File: src/rtl/fetch_ctrl_if.sv
// Fetch controller bundle: stall/redirect requests from the pipeline in,
// fetch address, ROM enable, stall vector and flush out.
interface fetch_ctrl_if #(
  parameter int ADDR_W = 32
);
  logic              stall_req_id;
  logic              stall_req_ex;
  logic              branch_flag;
  logic [ADDR_W-1:0] branch_target;
  logic              flush;
  logic [ADDR_W-1:0] exc_pc;
  logic              imem_ready;
  logic [ADDR_W-1:0] pc;
  logic              ce;
  logic [5:0]        stall;
  logic              flush_out;

  modport master (
    input  stall_req_id, stall_req_ex, branch_flag, branch_target,
    input  flush, exc_pc, imem_ready,
    output pc, ce, stall, flush_out
  );

  modport slave (
    output stall_req_id, stall_req_ex, branch_flag, branch_target,
    output flush, exc_pc, imem_ready,
    input  pc, ce, stall, flush_out
  );
endinterface

File: src/rtl/fetch_ctrl.sv
// PC sequencer and stall arbiter: redirects land on pc one cycle after sampling.
// Stall vector/flush are combinational; pc/ce are registered and hold under stall.
module fetch_ctrl #(
  parameter int                ADDR_W       = 32,
  parameter logic [ADDR_W-1:0] RESET_VECTOR = '0
) (
  input  logic          clk,
  input  logic          rst,
  fetch_ctrl_if.master  bus
);

  typedef enum logic [1:0] {IDLE, RUN, WAIT} state_t;

  state_t            state_q;
  logic              ce_q;
  logic [ADDR_W-1:0] pc_q, pc_d;
  logic              br_pend_q, br_pend_d;
  logic [ADDR_W-1:0] br_tgt_q, br_tgt_d;
  logic [5:0]        stall_c;
  logic              flush_c;

  always_comb begin
    stall_c = 6'b000000;
    flush_c = 1'b0;
    if (ce_q) begin
      if (bus.flush)             flush_c = 1'b1;
      else if (bus.stall_req_ex) stall_c = 6'b001111;
      else if (bus.stall_req_id) stall_c = 6'b000111;
      else if (!bus.imem_ready)  stall_c = 6'b000011;
    end
  end

  // An imem-only stall lets ID advance, so a branch resolved then must be parked.
  always_comb begin
    pc_d      = pc_q;
    br_pend_d = br_pend_q;
    br_tgt_d  = br_tgt_q;
    if (ce_q) begin
      if (bus.flush) begin
        pc_d      = bus.exc_pc;
        br_pend_d = 1'b0;
      end else if (stall_c[0]) begin
        if (bus.branch_flag && !stall_c[2]) begin
          br_pend_d = 1'b1;
          br_tgt_d  = bus.branch_target;
        end
      end else if (bus.branch_flag) begin
        pc_d      = bus.branch_target;
        br_pend_d = 1'b0;
      end else if (br_pend_q) begin
        pc_d      = br_tgt_q;
        br_pend_d = 1'b0;
      end else begin
        pc_d = pc_q + ADDR_W'(4);
      end
    end
  end

  always_ff @(posedge clk) begin
    if (rst) begin
      state_q   <= IDLE;
      ce_q      <= 1'b0;
      pc_q      <= RESET_VECTOR;
      br_pend_q <= 1'b0;
      br_tgt_q  <= '0;
    end else begin
      pc_q      <= pc_d;
      br_pend_q <= br_pend_d;
      br_tgt_q  <= br_tgt_d;
      case (state_q)
        IDLE: begin
          ce_q    <= 1'b1;
          state_q <= RUN;
        end
        RUN:  if (!bus.imem_ready && !bus.flush) state_q <= WAIT;
        WAIT: if (bus.imem_ready || bus.flush)   state_q <= RUN;
        default: begin
          ce_q    <= 1'b0;
          state_q <= IDLE;
        end
      endcase
    end
  end

  assign bus.pc        = pc_q;
  assign bus.ce        = ce_q;
  assign bus.stall     = stall_c;
  assign bus.flush_out = flush_c;

endmodule

File: src/flat_wrapper.sv
// flat-port wrapper written by rule: the top's interface ports become plain ports
module fetch_ctrl_flat 
#(
  parameter int                ADDR_W       = 32,
  parameter logic [ADDR_W-1:0] RESET_VECTOR = '0
)
  (clk, rst, bus_stall_req_id, bus_stall_req_ex, bus_branch_flag, bus_branch_target, bus_flush, bus_exc_pc, bus_imem_ready, bus_pc, bus_ce, bus_stall, bus_flush_out);
  fetch_ctrl_if #(.ADDR_W(ADDR_W)) bus_i ();
  input  logic clk;
  input  logic rst;
  input wire logic [$bits(bus_i.stall_req_id)-1:0] bus_stall_req_id;
  input wire logic [$bits(bus_i.stall_req_ex)-1:0] bus_stall_req_ex;
  input wire logic [$bits(bus_i.branch_flag)-1:0] bus_branch_flag;
  input wire logic [$bits(bus_i.branch_target)-1:0] bus_branch_target;
  input wire logic [$bits(bus_i.flush)-1:0] bus_flush;
  input wire logic [$bits(bus_i.exc_pc)-1:0] bus_exc_pc;
  input wire logic [$bits(bus_i.imem_ready)-1:0] bus_imem_ready;
  output wire logic [$bits(bus_i.pc)-1:0] bus_pc;
  output wire logic [$bits(bus_i.ce)-1:0] bus_ce;
  output wire logic [$bits(bus_i.stall)-1:0] bus_stall;
  output wire logic [$bits(bus_i.flush_out)-1:0] bus_flush_out;
  assign bus_i.stall_req_id = bus_stall_req_id;
  assign bus_i.stall_req_ex = bus_stall_req_ex;
  assign bus_i.branch_flag = bus_branch_flag;
  assign bus_i.branch_target = bus_branch_target;
  assign bus_i.flush = bus_flush;
  assign bus_i.exc_pc = bus_exc_pc;
  assign bus_i.imem_ready = bus_imem_ready;
  assign bus_pc = bus_i.pc;
  assign bus_ce = bus_i.ce;
  assign bus_stall = bus_i.stall;
  assign bus_flush_out = bus_i.flush_out;
  fetch_ctrl #(.ADDR_W(ADDR_W), .RESET_VECTOR(RESET_VECTOR)) u_core (.clk(clk), .rst(rst), .bus(bus_i));
endmodule
File: config.mk
export PLATFORM = sky130hd
export DESIGN_NAME = fetch_ctrl_flat
export DESIGN_NICKNAME = d
export VERILOG_FILES = /design/src/rtl/fetch_ctrl_if.sv /design/src/rtl/fetch_ctrl.sv /design/src/flat_wrapper.sv
export SDC_FILE = /design/constraint.sdc
export NUM_CORES = 1
export LEC_CHECK = 0
export ABC_AREA = 0
export BUFFER_PORTS_ARGS = -buffer_cell sky130_fd_sc_hd__buf_4
export CORE_MARGIN = 5
export CORE_UTILIZATION = 58
export CTS_BUF_LIST = sky130_fd_sc_hd__clkbuf_8
export DETAILED_ROUTE_END_ITERATION = 6
export GPL_ROUTABILITY_DRIVEN = 0
export PLACE_DENSITY = 0.88
export SYNTH_ARGS = -nofsm -noshare
export SYNTH_HDL_FRONTEND = slang
export SYNTH_SLANG_ARGS = --single-unit
File: constraint.sdc
create_clock -name clk -period 4 [get_ports clk]
set_clock_uncertainty 0.2 [all_clocks]
set_input_delay 0.8 -clock clk [delete_from_list [all_inputs] [get_ports clk]]
set_output_delay 0.8 -clock clk [all_outputs]
set_load 0.03 [all_outputs]
==> metrics.md <==
| Metric | Value |
|---|---|
| Worst EP arrival | 1.90 ns |
| Vias per std cell | roughly 6.6 |
| Post-synth EDFFs | 0 |
| Vias in the first global route | ~4500 |
| Num rows | 30 |
| Synth Warn # | 0 |
| Pwr Total | 0.00191 W |
| Type of origin of the critical path | primary input |
| Commonest cells in the netlist | 69 x nor2_1, 68 x dfxtp_1, 46 x nand2_1, 38 x mux2i_1, 34 x o21ai_0 |
| Die Span Y | 94.5 µm |
| Post-route ant nets | 0 |
| Routed vias | 4759 |
| Fin crit share | between 70% and 80% |
| Yosys top cell by area | dfxtp_1 |
| Post-cts resize count | 0 |
| Layout cells sized above 1 | 22.2% |
| Fmax | 0.345 GHz |
| H-tree levels | 3 |
| Mapped Area | 4140 µm² |
| Remaining DRCs | 0 |
| Clk sink count | 68 |
| CTS tree | built |
| Synth cell types | 62 |
| Pleak | 2.24 nW |
| CP Data Required Time | roughly 3.0 ns |
| Final Max Slew Viols | 0 |
| Syn_area_per_cell | 7.75 µm² |
| Status | complete, no violations |
| Final Hold Vio Count | 0 |
| Maximum fanout along the worst path | 40 |
| Post-Synthesis Cells | around 540 |
| Hpwl dp | 10.0 mm |
| ANT cells | 0 |
| Core area | 6870 µm² |
| Post-CTS Setup Bufs | 0 |
| Initial antenna violation count | 0 |
| Final setup violation count | 0 |
| Clock Path Buffers | 2 |
| Effective utilization at floorplan | 60.3% |
| Ys async rst share | 0% |
| Post-synthesis sequential area ratio | 32.9% |
| Die Area | 8930 µm² |
| Gr ovfl total | 0 |
| Largest cells by area after synthesis | dfxtp_1 33%, mux2i_1 9.2%, nor2_1 6.3%, nand2_1 4.2%, o21ai_0 4.1% |
| CTS hold repair buffers | 0 |
| CTS buffer count | 9 |
| Period minus WS final | 2.90 ns |
| Minimum hold slack | 0.297 ns |
| Tightest Hold Check Type | reg -> reg |
| Top_reg_cell synth | dfxtp_1 |
| DR pass1 iterations | 5 |
| Clock-pin slew on the worst setup and hold paths | around 0.070 ns |
| Root Driver | clkbuf_8 |
| Wirelength per Cell | 19.9 µm |
| CP Capture Type | primary output |
| # IOs | 111 |
| Worst vdd ir | 0.227 mV |
| DRT iter0 DRCs | just under 600 |
| Area delta synth->final | 25.1% |
| Clk Latency, worst-skew pair | 0.35 ns |
| Synth Register Bits | 68 |
| Power density cells | 368 nW/µm² |
| Global-route wire length before repair | around 22 mm |
| Largest net degree at the start of global routing | 69 |
| Setup CP Type | in -> out |
| Cell with the most instances after synthesis | nor2_1 |
| Port Buffers | 108 |
| Top-area cell type share of the netlist area | ~33% |
| Max_slew headroom | 50.3% |
| Post-Route WL | ~14 mm |
| Worst slew pin tran | between 0.7 and 0.8 ns |
| Setup_tns | 0 ns |
| RSZ-0062 raised after global routing | false |
| Net count, final | 695 |
| Total GRT Usage | 31.8% |
| Max Cap Viol | 0 |
| Die X | about 95 µm |
## metal layers
layer / global-route usage (%) / share of wire, %
met3: 6.69 / 12
met2: 49.5 / 46
met5: 0 / 0
met4: 16.5 / 4.4
met1: 41.3 / 38
## path summary, 6_finish.rpt
check,startpoint,endpoint,slack [ns],depth (start not counted)
min reg2reg,u_core.br_tgt_q[12],u_core.br_tgt_q[12],0.30,2
max reg2reg,u_core.bus.pc[2],u_core.bus.pc[26],1.26,6
max,bus_flush,bus_flush_out,1.10,4
min,u_core.br_tgt_q[12],u_core.br_tgt_q[12],0.30,2
## worst max-delay path: stages
cell and delay (ns):
buf_4 0.36, nand2_1 0.32, inv_1 0.22, buf_4 0.19
## power breakdown
group	internal, W	switching [W]	total (W)
Combinational	0.000182	0.000267	0.000449
Clock	0.000400	0.000274	0.000674
Sequential	0.000718	0.0000693	0.000787
Total	0.00130	0.000610	0.00191
## area by class of cell
cell class | count | area [µm²]
well taps | 96 | 120
repair buffers | 114 | 856
multi-input cells | 415 | 2570
flip-flops and latches | 68 | 1360
clock buffers | 12 | 165
fillers | 503 | 1680
clock inverters | 4 | 71.3
inverters | 12 | 45.0
## registers in the layout, indices dropped and copies added, names as in the netlist
register,count
u_core.bus.pc,32
u_core.br_pend_q,1
u_core.br_tgt_q,32
u_core.state_q,2
u_core.bus.ce,1
## cells by family (layout without fill, tap and decap cells)
| group | after synthesis | in the layout | synth area share, % |
|---|---|---|---|
| compound gates | 140 | 140 | 21.4 |
| fa+ha+maj | 4 | 4 | 1.21 |
| simple gates | 217 | 217 | 26.8 |
| flops | 68 | 68 | 32.9 |
| other cells | 1 | 2 | 0.0905 |
| xor+xnor | 12 | 12 | 2.54 |
| mux | 40 | 40 | 9.72 |
| buf+inv | 53 | 142 | 5.31 |
## per-stage QoR
step           std cells  util (%)  worst slack, ns  instance area, µm²
3_5_place_dp         705      72.0            0.998                4950
6_report             721      75.5             1.10                5180
4_1_cts              721      75.5             1.14                5180
3_3_place_gp         705      72.0             1.11                4950
5_1_grt              721      75.5            0.993                5180
2_1_floorplan        536         -             1.26                4150
## layout by cell type (no fill, tap or decap), types with 4 or more instances in the layout
cell / count
a211oi_1: 7
a21oi_1: 29
a221oi_1: 4
a31oi_1: 12
and2_1: 4
and3_1: 8
and4_1: 6
buf_4: 114
clkbuf_8: 12
dfxtp_1: 68
ha_1: 4
inv_1: 13
mux2i_1: 38
nand2_1: 46
nand2b_1: 10
nand3_1: 21
nand4_1: 12
nor2_1: 69
nor3_1: 9
nor4_1: 7
o211ai_1: 15
o21ai_0: 34
o22ai_1: 7
or3_1: 4
or4_1: 4
xnor2_1: 10
Power figures use the tool's default switching activity.
